**src/rtl/fifo_break_r.sv**
```systemverilog
// Circular-buffer handshake FIFO that cuts the combinational ready path (ins_ready never sees outs_ready).
// Latency: one cycle from an accepted input to outs. There is no bypass path.
// Backpressure: ins_ready = !full from registered count only, so a full FIFO stalls for one cycle even while popping.
module fifo_break_r #(
  parameter int NUM_SLOTS = 4,
  parameter int DATA_TYPE = 32
) (
  input  logic                 clk,
  input  logic                 rst,
  input  logic [DATA_TYPE-1:0] ins,
  input  logic                 ins_valid,
  output logic                 ins_ready,
  output logic [DATA_TYPE-1:0] outs,
  output logic                 outs_valid,
  input  logic                 outs_ready
);

  // Pointers need at least one bit even for a single-slot buffer.
  localparam int PW = (NUM_SLOTS > 1) ? $clog2(NUM_SLOTS) : 1;
  localparam int CW = $clog2(NUM_SLOTS + 1);
  localparam logic [PW-1:0] LAST_PTR = PW'(NUM_SLOTS - 1);
  localparam logic [CW-1:0] FULL_CNT = CW'(NUM_SLOTS);

  logic [DATA_TYPE-1:0] mem_q [NUM_SLOTS];
  logic [PW-1:0]        head_q, head_d;
  logic [PW-1:0]        tail_q, tail_d;
  logic [CW-1:0]        count_q, count_d;
  logic                 empty, full;
  logic                 push, pop;

  // Explicit wrap so depths that are not a power of two work.
  function automatic logic [PW-1:0] next_ptr(input logic [PW-1:0] p);
    return (p == LAST_PTR) ? '0 : p + 1'b1;
  endfunction

  // Handshake signals derived purely from registered state.
  always_comb begin
    empty      = (count_q == '0);
    full       = (count_q == FULL_CNT);
    ins_ready  = !full;
    outs_valid = !empty;
    outs       = mem_q[head_q];
    push       = ins_valid & ins_ready;
    pop        = outs_valid & outs_ready;
  end

  // Next-state for pointers and occupancy.
  always_comb begin
    head_d  = head_q;
    tail_d  = tail_q;
    count_d = count_q;
    if (push) tail_d = next_ptr(tail_q);
    if (pop)  head_d = next_ptr(head_q);
    case ({push, pop})
      2'b10:   count_d = count_q + 1'b1;
      2'b01:   count_d = count_q - 1'b1;
      default: count_d = count_q;
    endcase
  end

  // Pointer/count registers; reset drops all stored entries and any transfer this cycle.
  always_ff @(posedge clk) begin
    if (rst) begin
      head_q  <= '0;
      tail_q  <= '0;
      count_q <= '0;
    end else begin
      head_q  <= head_d;
      tail_q  <= tail_d;
      count_q <= count_d;
    end
  end

  // Payload storage is not reset; it is only observed while outs_valid is high.
  always_ff @(posedge clk) begin
    if (!rst && push) mem_q[tail_q] <= ins;
  end

endmodule

```
**config.mk**
```make
export PLATFORM = sky130hd
export DESIGN_NAME = fifo_break_r
export DESIGN_NICKNAME = d
export VERILOG_FILES = /design/src/rtl/fifo_break_r.sv
export SDC_FILE = /design/constraint.sdc
export NUM_CORES = 1
export LEC_CHECK = 0
export BUFFER_PORTS_ARGS = -buffer_cell sky130_fd_sc_hd__clkbuf_2
export CAP_MARGIN = 20
export CORE_UTILIZATION = 50
export DETAILED_ROUTE_END_ITERATION = 12
export GPL_TIMING_DRIVEN = 0
export HOLD_SLACK_MARGIN = 0.12
export MAX_ROUTING_LAYER = met4
export PLACE_DENSITY = 0.71
export SLEW_MARGIN = 15
export SYNTH_ARGS = -nofsm -noshare
export SYNTH_HDL_FRONTEND = slang
export SYNTH_SLANG_ARGS = --single-unit
export TNS_END_PERCENT = 20
```
**constraint.sdc**
```tcl
create_clock -name clk -period 4.5 [get_ports clk]
set_clock_uncertainty 0.05 [all_clocks]
set_input_delay 0.225 -clock clk [delete_from_list [all_inputs] [get_ports clk]]
set_output_delay 0.225 -clock clk [all_outputs]
set_load 0.05 [all_outputs]
```
### After elaboration in Yosys (flattened, before gate mapping)

Memories as Yosys holds them, arrays and structs flattened. A register that Yosys moved wholly into a read port is not among the register bits.
Cells that the tools add are included.

| cells by class | value |
|---|---|
| add/sub/neg operators | 4 |
| eq/ne operators | 5 |
| multiplexer cells | 7 |
| bitwise gates (word level) | 2 |
| reductions and logical operators | 6 |

Operators by type and width:

| kind | number |
|---|---|
| $mux 2 | 4 |
| $eq 2x2->1 const B | 3 |
| $pmux 3 s2 | 1 |
| $add 2x1->2 const B | 2 |
| $add 3x1->3 const B | 1 |
| $eq 3x3->1 const B | 1 |
| $logic_not 1->1 | 3 |
| $logic_not 3->1 | 1 |
| $sub 3x1->3 const B | 1 |
| $and 1x1->1 | 2 |
| $eq 2x1->1 const B | 1 |
| $mux 1 | 2 |
| $reduce_bool 2->1 | 1 |
| $logic_and 1x1->1 | 1 |

| word-level totals | value |
|---|---|
| register bits after elaboration | 7 |
| memory bits (writable) | 128 |
| input port bits | 36 |
| output and inout port bits | 34 |
| memories | 1 |

Memory list:

| memory | words | width | rd ports | clocked after Yosys merged registers in | wr ports | line | source |
|---|---|---|---|---|---|---|---|
| mem_q | 4 | 32 | 1 | 1 | 1 | 24 | `logic [DATA_TYPE-1:0] mem_q [NUM_SLOTS];` |

### Logic depth before layout (Yosys ltp)

Gate-level depths: netlist (run 1).

| logic depth | value |
|---|---|
| depth in word-level cells | 6 |
| mapped depth | 8 |
| mapped depth without buffers | 8 |

### Worst setup path after synthesis (run 1)

No wires, ideal clock.

| timing path | value |
|---|---|
| kind | reg-to-reg |
| from | register count_q[2] |
| to | memory mem_q[0][0] (enable) |
| setup time | 0.468 ns |
| arrival | 3.177 ns |
| required time | 3.982 ns |
| slack | 0.805 ns |
| cell stages (with the launch flop) | 4 |
| path buffers | 0 |
| period minus slack after synthesis | 3.695 ns |
| path through | dfxtp_1 -> or3b_4 -> nand2_4 -> nor3b_1 |

| on the way | value |
|---|---|
| longest elaborated chain between the ends | 6 |

Ends and longest elaborated chain:

| what | line | source |
|---|---|---|
| start, declared | 27 | `logic [CW-1:0] count_q, count_d;` |
| start signal, assigned | 70 | `count_q <= count_d;` |
| $eq 3x3->1 | 39 | `full = (count_q == FULL_CNT);` |
| $logic_not 1->1 | 40 | `ins_ready = !full;` |
| net ins_ready | 12 | `output logic ins_ready,` |
| $and 1x1->1 | 43 | `push = ins_valid & ins_ready;` |
| $logic_and 1x1->1 | 76 | `if (!rst && push) mem_q[tail_q] <= ins;` |
| $mux 1 | 76 |  |
| $mux 1 (not written as such) | 76 |  |
| end, declared | 24 |  |

The timed path passes the listed nets, and every way through them passes these cells.

### Worst setup path in the final report (run 1)

| timing path | value |
|---|---|
| from | register count_q[2] |
| to | register count_q[2] |

| on the way | value |
|---|---|
| longest elaborated chain between the ends | 5 |

Ends and longest elaborated chain:

| what | line | source |
|---|---|---|
| $eq 3x3->1 / $logic_not 3->1 (equally long branches) | 39, 38 |  |
| $logic_not 1->1 (on tied branches) | 40, 41 |  |
| $and 1x1->1 (on tied branches) | 43, 44 |  |
| $eq 2x1->1 / $eq 2x2->1 (equally long branches) | 54 | `case ({push, pop})` |
| $pmux 3 s2 / $reduce_bool 2->1 (equally long branches) | - |  |

Parallel ways exist; a longest one is shown, timed or not.
A chain may end at the register's enable or synchronous reset.

==> results of run 1 <==
==> power breakdown <==
group / total, W / switching [W] / internal (W)
logic: 0.000988 / 0.000643 / 0.000346
registers: 0.00152 / 0.0000342 / 0.00148
clock network: 0.00137 / 0.000482 / 0.000891
==> cell families after synthesis <==
logic type,after synthesis
DFF,137
and+or+nand+nor,18
adders and majority gates,7
muxes,35
xor gates and xnor gates,2
buffers and inverters,14
AOI/OAI and AO/OA,5
==> worst register-to-register path, stage by stage (launching register included) <==
cell and delay [ps]:
dfxtp_1 380, or3b_4 420, nand2_4 140, ha_1 200
inv_1 60, fa_1 370, xor2_1 160, or3_1 310
a21oi_1 140
==> how the worst max path moves through the flow <==
stage	start	endpoint	cells after the start
4_1_cts	flip-flop	outs[19]	4
5_1_grt	count_q[2]	count_q[2]	8
2_1_floorplan	count_q[2]	mem_q[0][0]	3
6_report	count_q[2]	count_q[2]	8
3_5_place_dp	count_q[2]	count_q[2]	8
3_3_place_gp	count_q[2]	mem_q[0][10]	3
==> per-stage QoR <==
stage	area, µm²	setup slack [ps]	TNS, ps	hold slack (ps)	util
final	6807	2221	0	426.9	0.6869
after global routing	6807	2057	0	418.7	0.6869
after CTS	6807	2202	0	405.8	0.6869
after detailed placement	5851	2218	0	393.6	0.5904
after global placement	5684	-1023	-119140	387.8	0.5736
after floorplan	5172	805.3	0	273.9	-
==> per-layer routing <==
layer / vias to the layer above / GRT usage
met4: 0 / 0.05612
met3: 7 / 0.05412
met5: - / -
met2: 60 / 0.2900
li1: 1204 / -
met1: 1310 / 0.2225
==> sequential cells by signal (all words and copies together), names as in the netlist, named ones only <==
| register | cells |
|---|---|
| tail_q | 2 |
| head_q | 2 |
| mem_q | 128 |
| count_q | 3 |
==> cell usage after synthesis <==
library cell	n
buf_2	3
xor2_1	2
nor3_1	1
o31ai_1	1
nand2_4	1
nor3b_1	4
mux2i_1	2
or3_2	2
edfxtp_1	128
mux4_2	17
mux2_1	1
or3_1	1
clkbuf_1	1
inv_1	6
buf_6	4
a21oi_1	3
fa_1	1
dfxtp_1	9
mux4_1	15
nand2b_1	2
nand2_1	1
ha_1	6
o21ai_0	1
or3b_4	1
nor2_1	5
==> area by class of cell <==
cell class,count,share of cell area
Clock inverter,12,0.02610
Tap cell,133,0.02445
Clock buffer,18,0.06140
Multi-Input combinational cell,67,0.1590
Buffer,8,0.009375
Inverter,6,0.003309
Timing Repair Buffer,121,0.1252
Sequential cell,137,0.5912
==> results.sh, run 1 <==
export IMPL_status="complete, no violations"
export IMPL_antenna_found_initial=0
export IMPL_reg2reg_slack_ps=2220
export IMPL_clk_pin_slew_worst_paths_ps=60
export IMPL_end_kind="flip-flop"
export IMPL_ys_ff_latch=137
export IMPL_initial_utilization=0.5220
export IMPL_drtAntennaViolNets=0
export IMPL_hold_path_end="mem_q[3][3]"
export IMPL_yosys_area_share_simple=0.02201
export IMPL_hp_start="ins[3]"
export IMPL_r2r_start="count_q[2]"
export IMPL_synth_top_area_frac=0.7431
export IMPL_cts_root_buf="clkbuf_8"
export IMPL_synth_area_um2=5172
export IMPL_power_density_nw_per_um2=569.8
export IMPL_synth_xor_area_share=0.003387
export IMPL_grt_ovfl_total=0
export IMPL_final_cell_mix="edfxtp_1, clkbuf_2, dlygate4sd3_1"
export IMPL_r2r_end="count_q[2]"
export IMPL_nets=401
export IMPL_ys_types=25
export IMPL_wl_per_cell_um=17.31
export IMPL_crit_type="reg -> reg"
export IMPL_maxUsedRoutingLayer="met4"
export IMPL_port_buffers=69
export IMPL_p_leak_nw=2.454
export IMPL_grt_pass1_vias=2671
export IMPL_core_um2=9910
export IMPL_antenna_cells=0
export IMPL_cts_resized=0
export IMPL_ys_top_cells_by_area="edfxtp_1, mux4_1, mux4_2, dfxtp_1, ha_1"
export IMPL_ys_seq_area_frac=0.7779
export IMPL_drt_iter0_markers=84
export IMPL_worstMarginPinSlew_ps=749.8
export IMPL_crit_family="simple AND/OR/NAND/NOR gates"
export IMPL_die_h_um=103.7
export IMPL_setup_viol=0
export IMPL_clk_latency_ps=500
export IMPL_drv_slew=0
export IMPL_drc=0
export IMPL_clk_path_buf_depth=2
export IMPL_synth_compound_area_frac=0.005322
export IMPL_synth_nets=261
export IMPL_rsz0062_at_grt="false"
export IMPL_cts_buffers=17
export IMPL_cp_slowest_stage_delay_ps=420
export IMPL_layout_cells_non_filler=502
export IMPL_whs_path_depth=2
export IMPL_finalPower_w=0.003879
export IMPL_dr_pass1_iters=4
export IMPL_r2r_cells=8
export IMPL_grt_pass1_wl_um=13830
export IMPL_crit_chain="or3b_4, nand2_4, ha_1, inv_1, fa_1, xor2_1, or3_1, a21oi_1"
export IMPL_met3_length_um=299
export IMPL_synth_top_family_by_area="multiplexers"
export IMPL_dieWidth_um=103.7
export IMPL_period_share=0.5064
export IMPL_cp_data_arrival_time_ps=2660
export IMPL_avgViaCountPerCell=5.141
export IMPL_clkSinkCount=137
export IMPL_startpoint_type="flip-flop"
export IMPL_synth_top_area_cell="edfxtp_1"
export IMPL_hpwl_um=5909
export IMPL_vdd_drop_max_uv=359.2
export IMPL_htree_num_levels=4
export IMPL_ys_warn_count=0
export IMPL_cts_tree="yes"
export IMPL_nFillCells=666
export IMPL_num_vias=2581
export IMPL_dp_cells=436
export IMPL_gp_congestion=0.6669
export IMPL_wl_um=8692
export IMPL_syn_to_final_growth_pct=31.59
export IMPL_synth_area_per_cell_um2=23.73
export IMPL_cpMaxStageDelayCell="or3b_4"
export IMPL_cts_hold_buf=36
export IMPL_drive_gt1_frac=0.3930
export IMPL_hp_class="in -> reg"
export IMPL_die_area_um2=10760
export IMPL_post_cts_buffers=0
export IMPL_path_buf_inv=1
export IMPL_max_cap_viol_count=0
export IMPL_max_freq_mhz=438.8
export IMPL_critPathRequiredTime_ps=4880
export IMPL_dr_wl_met2_um=4412
export IMPL_grtUsageTotal=0.1804
export IMPL_syn_instance_count=218
export IMPL_fin_crit_ps=2279
export IMPL_worstPathMaxFanout=7
export IMPL_grt_max_degree=17
export IMPL_final_seq_area_um2=4024
export IMPL_synth_area_mux_share=0.1563
export IMPL_rows=36
export IMPL_top_level_ports=70
export IMPL_multi_input_area_um2=1082
export IMPL_drt_met1_wl_um=3901
export IMPL_finalHoldViolations=0
export IMPL_final_common_cell="edfxtp_1"
export IMPL_maxSlewHeadroom=0.4979
export IMPL_synthAdderAreaFrac=0.01838
No activity file was read; power rests on OpenSTA's default activity.
==> inputs of run 2 (changes only) <==
--- a/config.mk
+++ b/config.mk
@@ -12,7 +12,7 @@
 export GPL_TIMING_DRIVEN = 0
 export HOLD_SLACK_MARGIN = 0.12
 export MAX_ROUTING_LAYER = met4
-export PLACE_DENSITY = 0.71
+export PLACE_DENSITY = 0.74
 export SLEW_MARGIN = 15
 export SYNTH_ARGS = -nofsm -noshare
 export SYNTH_HDL_FRONTEND = slang
==> constraint.sdc (replaced) <==
create_clock -name clk -period 2 [get_ports clk]
set_clock_uncertainty 0.05 [all_clocks]
set_input_delay 0.1 -clock clk [delete_from_list [all_inputs] [get_ports clk]]
set_output_delay 0.1 -clock clk [all_outputs]
set_load 0.05 [all_outputs]
==> run 2 against run 1 <==
  * The run now ends with setup timing left
  * Final area grew 7.1%
  * Power grew 150%
  * Combinational power grew to 3.3 times the previous value
  * Critical path depth is the same
  * Worst hold slack lost 240 ps
  * Utilization grew 4.9 points
  * Sequential power grew 120%
  * Largest power group unchanged
  * Global-route usage grew 2.9 points
  * First-iteration DRC count grew 130%
  * Critical endpoint unchanged
  * Sequential share of layout area shrank 3.8 points
  * Largest cell class unchanged
  * Non-clock buffer count grew 8
==> results.sh, run 2 (synthesis results as in run 1) <==
export IMPL_hp_class="in -> reg"
export IMPL_cts_buffers=17
export IMPL_grt_max_degree=17
export IMPL_final_cell_mix="edfxtp_1, clkbuf_2, buf_8"
export IMPL_largest_reg_flops=128
export IMPL_nets=409
export IMPL_grt_ovfl_total=0
export IMPL_htree_num_levels=4
export IMPL_worstMarginPinSlew_ps=786.6
export IMPL_clk_pin_slew_worst_paths_ps=60
export IMPL_clk_latency_ps=510
export IMPL_p_sw_frac=0.3173
export IMPL_crit_family="simple AND/OR/NAND/NOR gates"
export IMPL_final_seq_area_um2=4031
export IMPL_period_share=1.052
export IMPL_drc=0
export IMPL_cp_slowest_stage_delay_ps=430
export IMPL_pwr_share_seq=0.359
export IMPL_clk_path_buf_depth=2
export IMPL_fin_crit_ps=2103
export IMPL_p_comb_frac=0.337
export IMPL_port_buffers=69
export IMPL_max_freq_mhz=475.5
export IMPL_drtAntennaViolNets=0
export IMPL_drive_gt1_frac=0.4802
export IMPL_cp_data_arrival_time_ps=2480
export IMPL_dr_pass1_iters=4
export IMPL_fin_ws_ps=-103.2
export IMPL_final_common_cell="edfxtp_1"
export IMPL_p_leak_nw=2.587
export IMPL_rows=36
export IMPL_grt_pass1_vias=2958
export IMPL_hpwl_um=5659
export IMPL_status="finished, violations left"
export IMPL_fin_area_um2=7291
export IMPL_reg_largest_list="mem_q x128, count_q x3"
export IMPL_maxSlewHeadroom=0.4756
export IMPL_setup_viol=50
export IMPL_wl_um=10810
export IMPL_antenna_cells=0
export IMPL_finalHoldViolations=0
export IMPL_avgViaCountPerCell=5.434
export IMPL_p_switching_w=0.003028
export IMPL_max_cap_viol_count=0
export IMPL_die_area_um2=10760
export IMPL_multi_input_area_um2=1091
export IMPL_cts_root_buf="clkbuf_8"
export IMPL_crit_chain="or3b_4, nand2_8, ha_4, inv_2, fa_2, xor2_1, or3_1, a21oi_1"
export IMPL_grt_pass1_wl_um=15880
export IMPL_rsz0062_at_grt="true"
export IMPL_dp_cells=429
export IMPL_cts_tree="yes"
export IMPL_power_density_nw_per_um2=1309
export IMPL_violations="setup timing"
export IMPL_syn_to_final_growth_pct=40.95
export IMPL_startpoint_type="flip-flop"
export IMPL_top_level_ports=70
export IMPL_nFillCells=575
export IMPL_grtUsageTotal=0.2091
export IMPL_p_int_w=0.006515
export IMPL_finalPower_w=0.009543
export IMPL_initial_utilization=0.5220
export IMPL_p_clk_frac=0.304
export IMPL_gp_congestion=0.6492
export IMPL_layout_cells_non_filler=512
export IMPL_end_kind="flip-flop"
export IMPL_num_vias=2782
export IMPL_dieWidth_um=103.7
export IMPL_clkSinkCount=137
export IMPL_top_register="mem_q"
export IMPL_place_ws_ps=-194.4
export IMPL_die_h_um=103.7
export IMPL_antenna_found_initial=0
export IMPL_wl_per_cell_um=21.11
export IMPL_worstPathMaxFanout=5
export IMPL_vdd_drop_max_uv=1072
export IMPL_cpMaxStageDelayCell="or3b_4"
export IMPL_drv_slew=0
export IMPL_drt_iter0_markers=194
export IMPL_core_um2=9910
export IMPL_crit_type="reg -> reg"
export IMPL_path_buf_inv=1
export IMPL_place_area_um2=5887
export IMPL_critPathRequiredTime_ps=2380
-- run 2: changes by cell type in the layout (fill, tap and decap cells not counted), sizes merged --
cell / before / now
bufinv: 4 / 1
clkinv: 5 / 6
buf: 23 / 61
clkbuf: 88 / 57
inv: 6 / 11
-- run 2: worst paths after layout --
kind                            startpoint          to  slack (ps)  cells after the start
worst max-delay path            count_q[1]  count_q[2]        -100                      8
worst min-delay path                   rst  count_q[0]         190                      3
worst max register to register  count_q[1]  count_q[2]        -100                      8
worst min register to register   head_q[0]   flip-flop         550                      2
-- run 2: layout make-up --
cell class / instances / area share
plain buffers: 8 / 0.01356
clock buffers: 17 / 0.05680
clock inverters: 15 / 0.01939
inverters: 6 / 0.003089
multi-input cells: 67 / 0.1496
flip-flops and latches: 137 / 0.5529
well taps: 133 / 0.02282
repair buffers: 129 / 0.1817
-- run 2: per-layer routing --
layer  track usage  routed length [µm]  up-vias
met5             -                   0        -
met4       0.08776                 329        0
met3       0.04594                 532       27
met2        0.3351                5595      114
met1        0.2609                4348     1436
li1              -                   -     1205
-- run 2: worst reg2reg max path: stages (launching register included) --
cell	delay [ps]
dfxtp_2	330
or3b_4	430
nand2_8	110
ha_4	150
inv_2	30
fa_2	320
xor2_1	160
or3_1	310
a21oi_1	140
-- run 2: through the flow --
step,TNS [ps],hold WS [ps],utilization
after floorplan,-19540,148.9,-
after global placement,-79810,265.4,0.5808
after detailed placement,-1549,271.0,0.5941
after CTS,-2019,150.6,0.7264
after global routing,-5520,216.6,0.7357
final,-1111,186.5,0.7357
-- run 2: repair_timing --
item | in CTS | in global routing
hold buffers | 36 | 0
setup endpoints to repair | 43 | 81
resized for setup | 88 | 40
gates cloned | 1 | 2
hold endpoints to repair | 157 | 0
setup buffers | 10 | 2
pin swaps | 4 | 3
-- run 2: power by group through the flow --
stage	Combinational (W)	Clock, W	Sequential (W)
floorplan	0.00175	0	0.00345
global placement	0.00216	0	0.00347
detailed placement	0.00223	0	0.00348
CTS	0.00292	0.00292	0.00341
global route	0.00336	0.00306	0.00344
finish	0.00322	0.00290	0.00342
==> inputs of run 3 (changes only) <==
--- a/config.mk
+++ b/config.mk
@@ -13,6 +13,7 @@
 export HOLD_SLACK_MARGIN = 0.12
 export MAX_ROUTING_LAYER = met4
 export PLACE_DENSITY = 0.74
+export SETUP_SLACK_MARGIN = 0.15
 export SLEW_MARGIN = 15
 export SYNTH_ARGS = -nofsm -noshare
 export SYNTH_HDL_FRONTEND = slang
==> run 3 against run 2 <==
  * Combinational power increased by 4%
  * Utilization increased by 0.66 points
  * Critical path depth stayed put
  * Largest cell class unchanged
  * Worst setup slack got worse by 16 ps
  * Fmax is 0.75% lower
  * Power is 1.2% higher
  * Die area unchanged
  * Cell count increased by 0.39%
  * The run still ends with setup timing left
==> results.sh, run 3 (synthesis results as in run 1) <==
export IMPL_avgViaCountPerCell=5.315
export IMPL_hp_start="rst"
export IMPL_reg2reg_slack_ps=-120
export IMPL_final_seq_area_um2=4031
export IMPL_cts_buffers=17
export IMPL_critPathRequiredTime_ps=2380
export IMPL_final_cell_mix="edfxtp_1, clkbuf_2, buf_8"
export IMPL_rows=36
export IMPL_port_buffers=69
export IMPL_antenna_cells=0
export IMPL_largest_reg_flops=128
export IMPL_whs_path_depth=3
export IMPL_vdd_drop_max_uv=872.6
export IMPL_hp_class="in -> reg"
export IMPL_fin_crit_ps=2119
export IMPL_status="finished, violations left"
export IMPL_max_cap_viol_count=0
export IMPL_setup_viol=42
export IMPL_die_area_um2=10760
export IMPL_drt_iter0_markers=215
export IMPL_drtAntennaViolNets=0
export IMPL_htree_num_levels=4
export IMPL_grt_max_degree=17
export IMPL_r2r_end="count_q[2]"
export IMPL_grtUsageTotal=0.2113
export IMPL_clk_latency_ps=510
export IMPL_wl_per_cell_um=20.47
export IMPL_crit_chain="or3b_4, nand2_8, ha_4, inv_2, fa_2, xor2_1, or3_1, a21oi_2"
export IMPL_dp_cells=429
export IMPL_crit_type="reg -> reg"
export IMPL_multi_input_area_um2=1099
export IMPL_period_share=1.060
export IMPL_rsz0062_at_grt="true"
export IMPL_grt_pass1_wl_um=16070
export IMPL_drive_gt1_frac=0.4829
export IMPL_place_ws_ps=-194.4
export IMPL_violations="setup timing"
export IMPL_end_kind="flip-flop"
export IMPL_antenna_found_initial=0
export IMPL_gp_congestion=0.6492
export IMPL_worstPathMaxFanout=5
export IMPL_layout_cells_non_filler=514
export IMPL_drc=0
export IMPL_finalPower_w=0.009654
export IMPL_cp_data_arrival_time_ps=2500
export IMPL_max_freq_mhz=471.9
export IMPL_whs_ps=181.2
export IMPL_hold_path_end="count_q[0]"
export IMPL_power_density_nw_per_um2=1312
export IMPL_r2r_start="count_q[1]"
export IMPL_cpMaxStageDelayCell="or3b_4"
export IMPL_top_level_ports=70
export IMPL_p_leak_nw=2.628
export IMPL_cp_slowest_stage_delay_ps=430
export IMPL_r2r_cells=8
export IMPL_num_vias=2732
export IMPL_clk_pin_slew_worst_paths_ps=60
export IMPL_clkSinkCount=137
export IMPL_top_register="mem_q"
export IMPL_cts_root_buf="clkbuf_8"
export IMPL_dieWidth_um=103.7
export IMPL_reg_largest_list="mem_q x128, count_q x3"
export IMPL_nFillCells=556
export IMPL_startpoint_type="flip-flop"
export IMPL_drv_slew=0
export IMPL_worstMarginPinSlew_ps=789.6
export IMPL_grt_ovfl_total=0
export IMPL_initial_utilization=0.5220
export IMPL_fin_ws_ps=-119.1
export IMPL_die_h_um=103.7
export IMPL_finalHoldViolations=0
export IMPL_grt_pass1_vias=3004
export IMPL_maxSlewHeadroom=0.4736
export IMPL_clk_path_buf_depth=2
export IMPL_final_common_cell="edfxtp_1"
export IMPL_syn_to_final_growth_pct=42.21
export IMPL_cts_tree="yes"
export IMPL_dr_pass1_iters=4
export IMPL_wl_um=10520
export IMPL_hpwl_um=5659
export IMPL_nets=411
export IMPL_core_um2=9910
-- run 3: changes by cell type in the layout (fill, tap and decap cells not counted), sizes merged --
cell          change
dlygate4sd3       -1
buf               +1
clkbuf            +1
dlymetal6s4s      +1
-- run 3: layout make-up --
type	instances	area share
buffer	8	0.01344
clock buffer	17	0.05630
clock inverter	15	0.01922
inverter	6	0.003062
multi-input combinational	67	0.1493
sequential	137	0.5481
tap	133	0.02262
timing repair buffer	131	0.1880
-- run 3: what timing repair did --
action | CTS | global route
endpoints found under the hold margin | 157 | 0
pin swaps | 5 | 3
hold buffers | 36 | 0
setup endpoints to repair | 88 | 133
buffers inserted | 12 | 2
resized for setup | 98 | 38
cloned | 1 | 2
-- run 3: how the worst max path moves through the flow --
stage          startpoint           end  slack (ps)  depth (start not counted)
2_1_floorplan  count_q[0]    count_q[2]        -150                          8
3_3_place_gp   count_q[2]  mem_q[2][21]        -630                          3
3_5_place_dp   count_q[1]    count_q[2]        -190                          8
4_1_cts        count_q[1]    count_q[2]        -100                          8
5_1_grt        count_q[1]    count_q[2]        -200                          8
6_report       count_q[1]    count_q[2]        -120                          8
-- run 3: report_power, final --
part / total (W) / switching [W] / internal [W]
Clock: 0.00289 / 0.00122 / 0.00167
Sequential: 0.00342 / 0.0000750 / 0.00334
Combinational: 0.00334 / 0.00172 / 0.00162
-- run 3: through the flow --
stage / utilization / area, µm² / TNS, ps
2_1_floorplan: - / 5244 / -19540
3_3_place_gp: 0.5808 / 5756 / -79810
3_5_place_dp: 0.5941 / 5887 / -1549
4_1_cts: 0.7294 / 7228 / -1821
5_1_grt: 0.7423 / 7356 / -5456
6_report: 0.7423 / 7356 / -1284
-- run 3: metal layers --
layer  share of wire  GRT usage  up-vias
li1                -          -     1214
met1            0.40     0.2586     1421
met2            0.54     0.3428       87
met3           0.046    0.04342       10
met4           0.013    0.09592        0
met5               0          -        -
-- run 3: worst max-delay path, delay by kind of cell, from the launching register on --
| kind | cells | cell delay [ps] |
|---|---|---|
| AOI/OAI and AO/OA | 1 | 140 |
| xor gates and xnor gates | 1 | 160 |
| adders and majority gates | 2 | 460 |
| buffers and inverters | 1 | 30 |
| DFF | 1 | 330 |
| and+or+nand+nor | 3 | 860 |
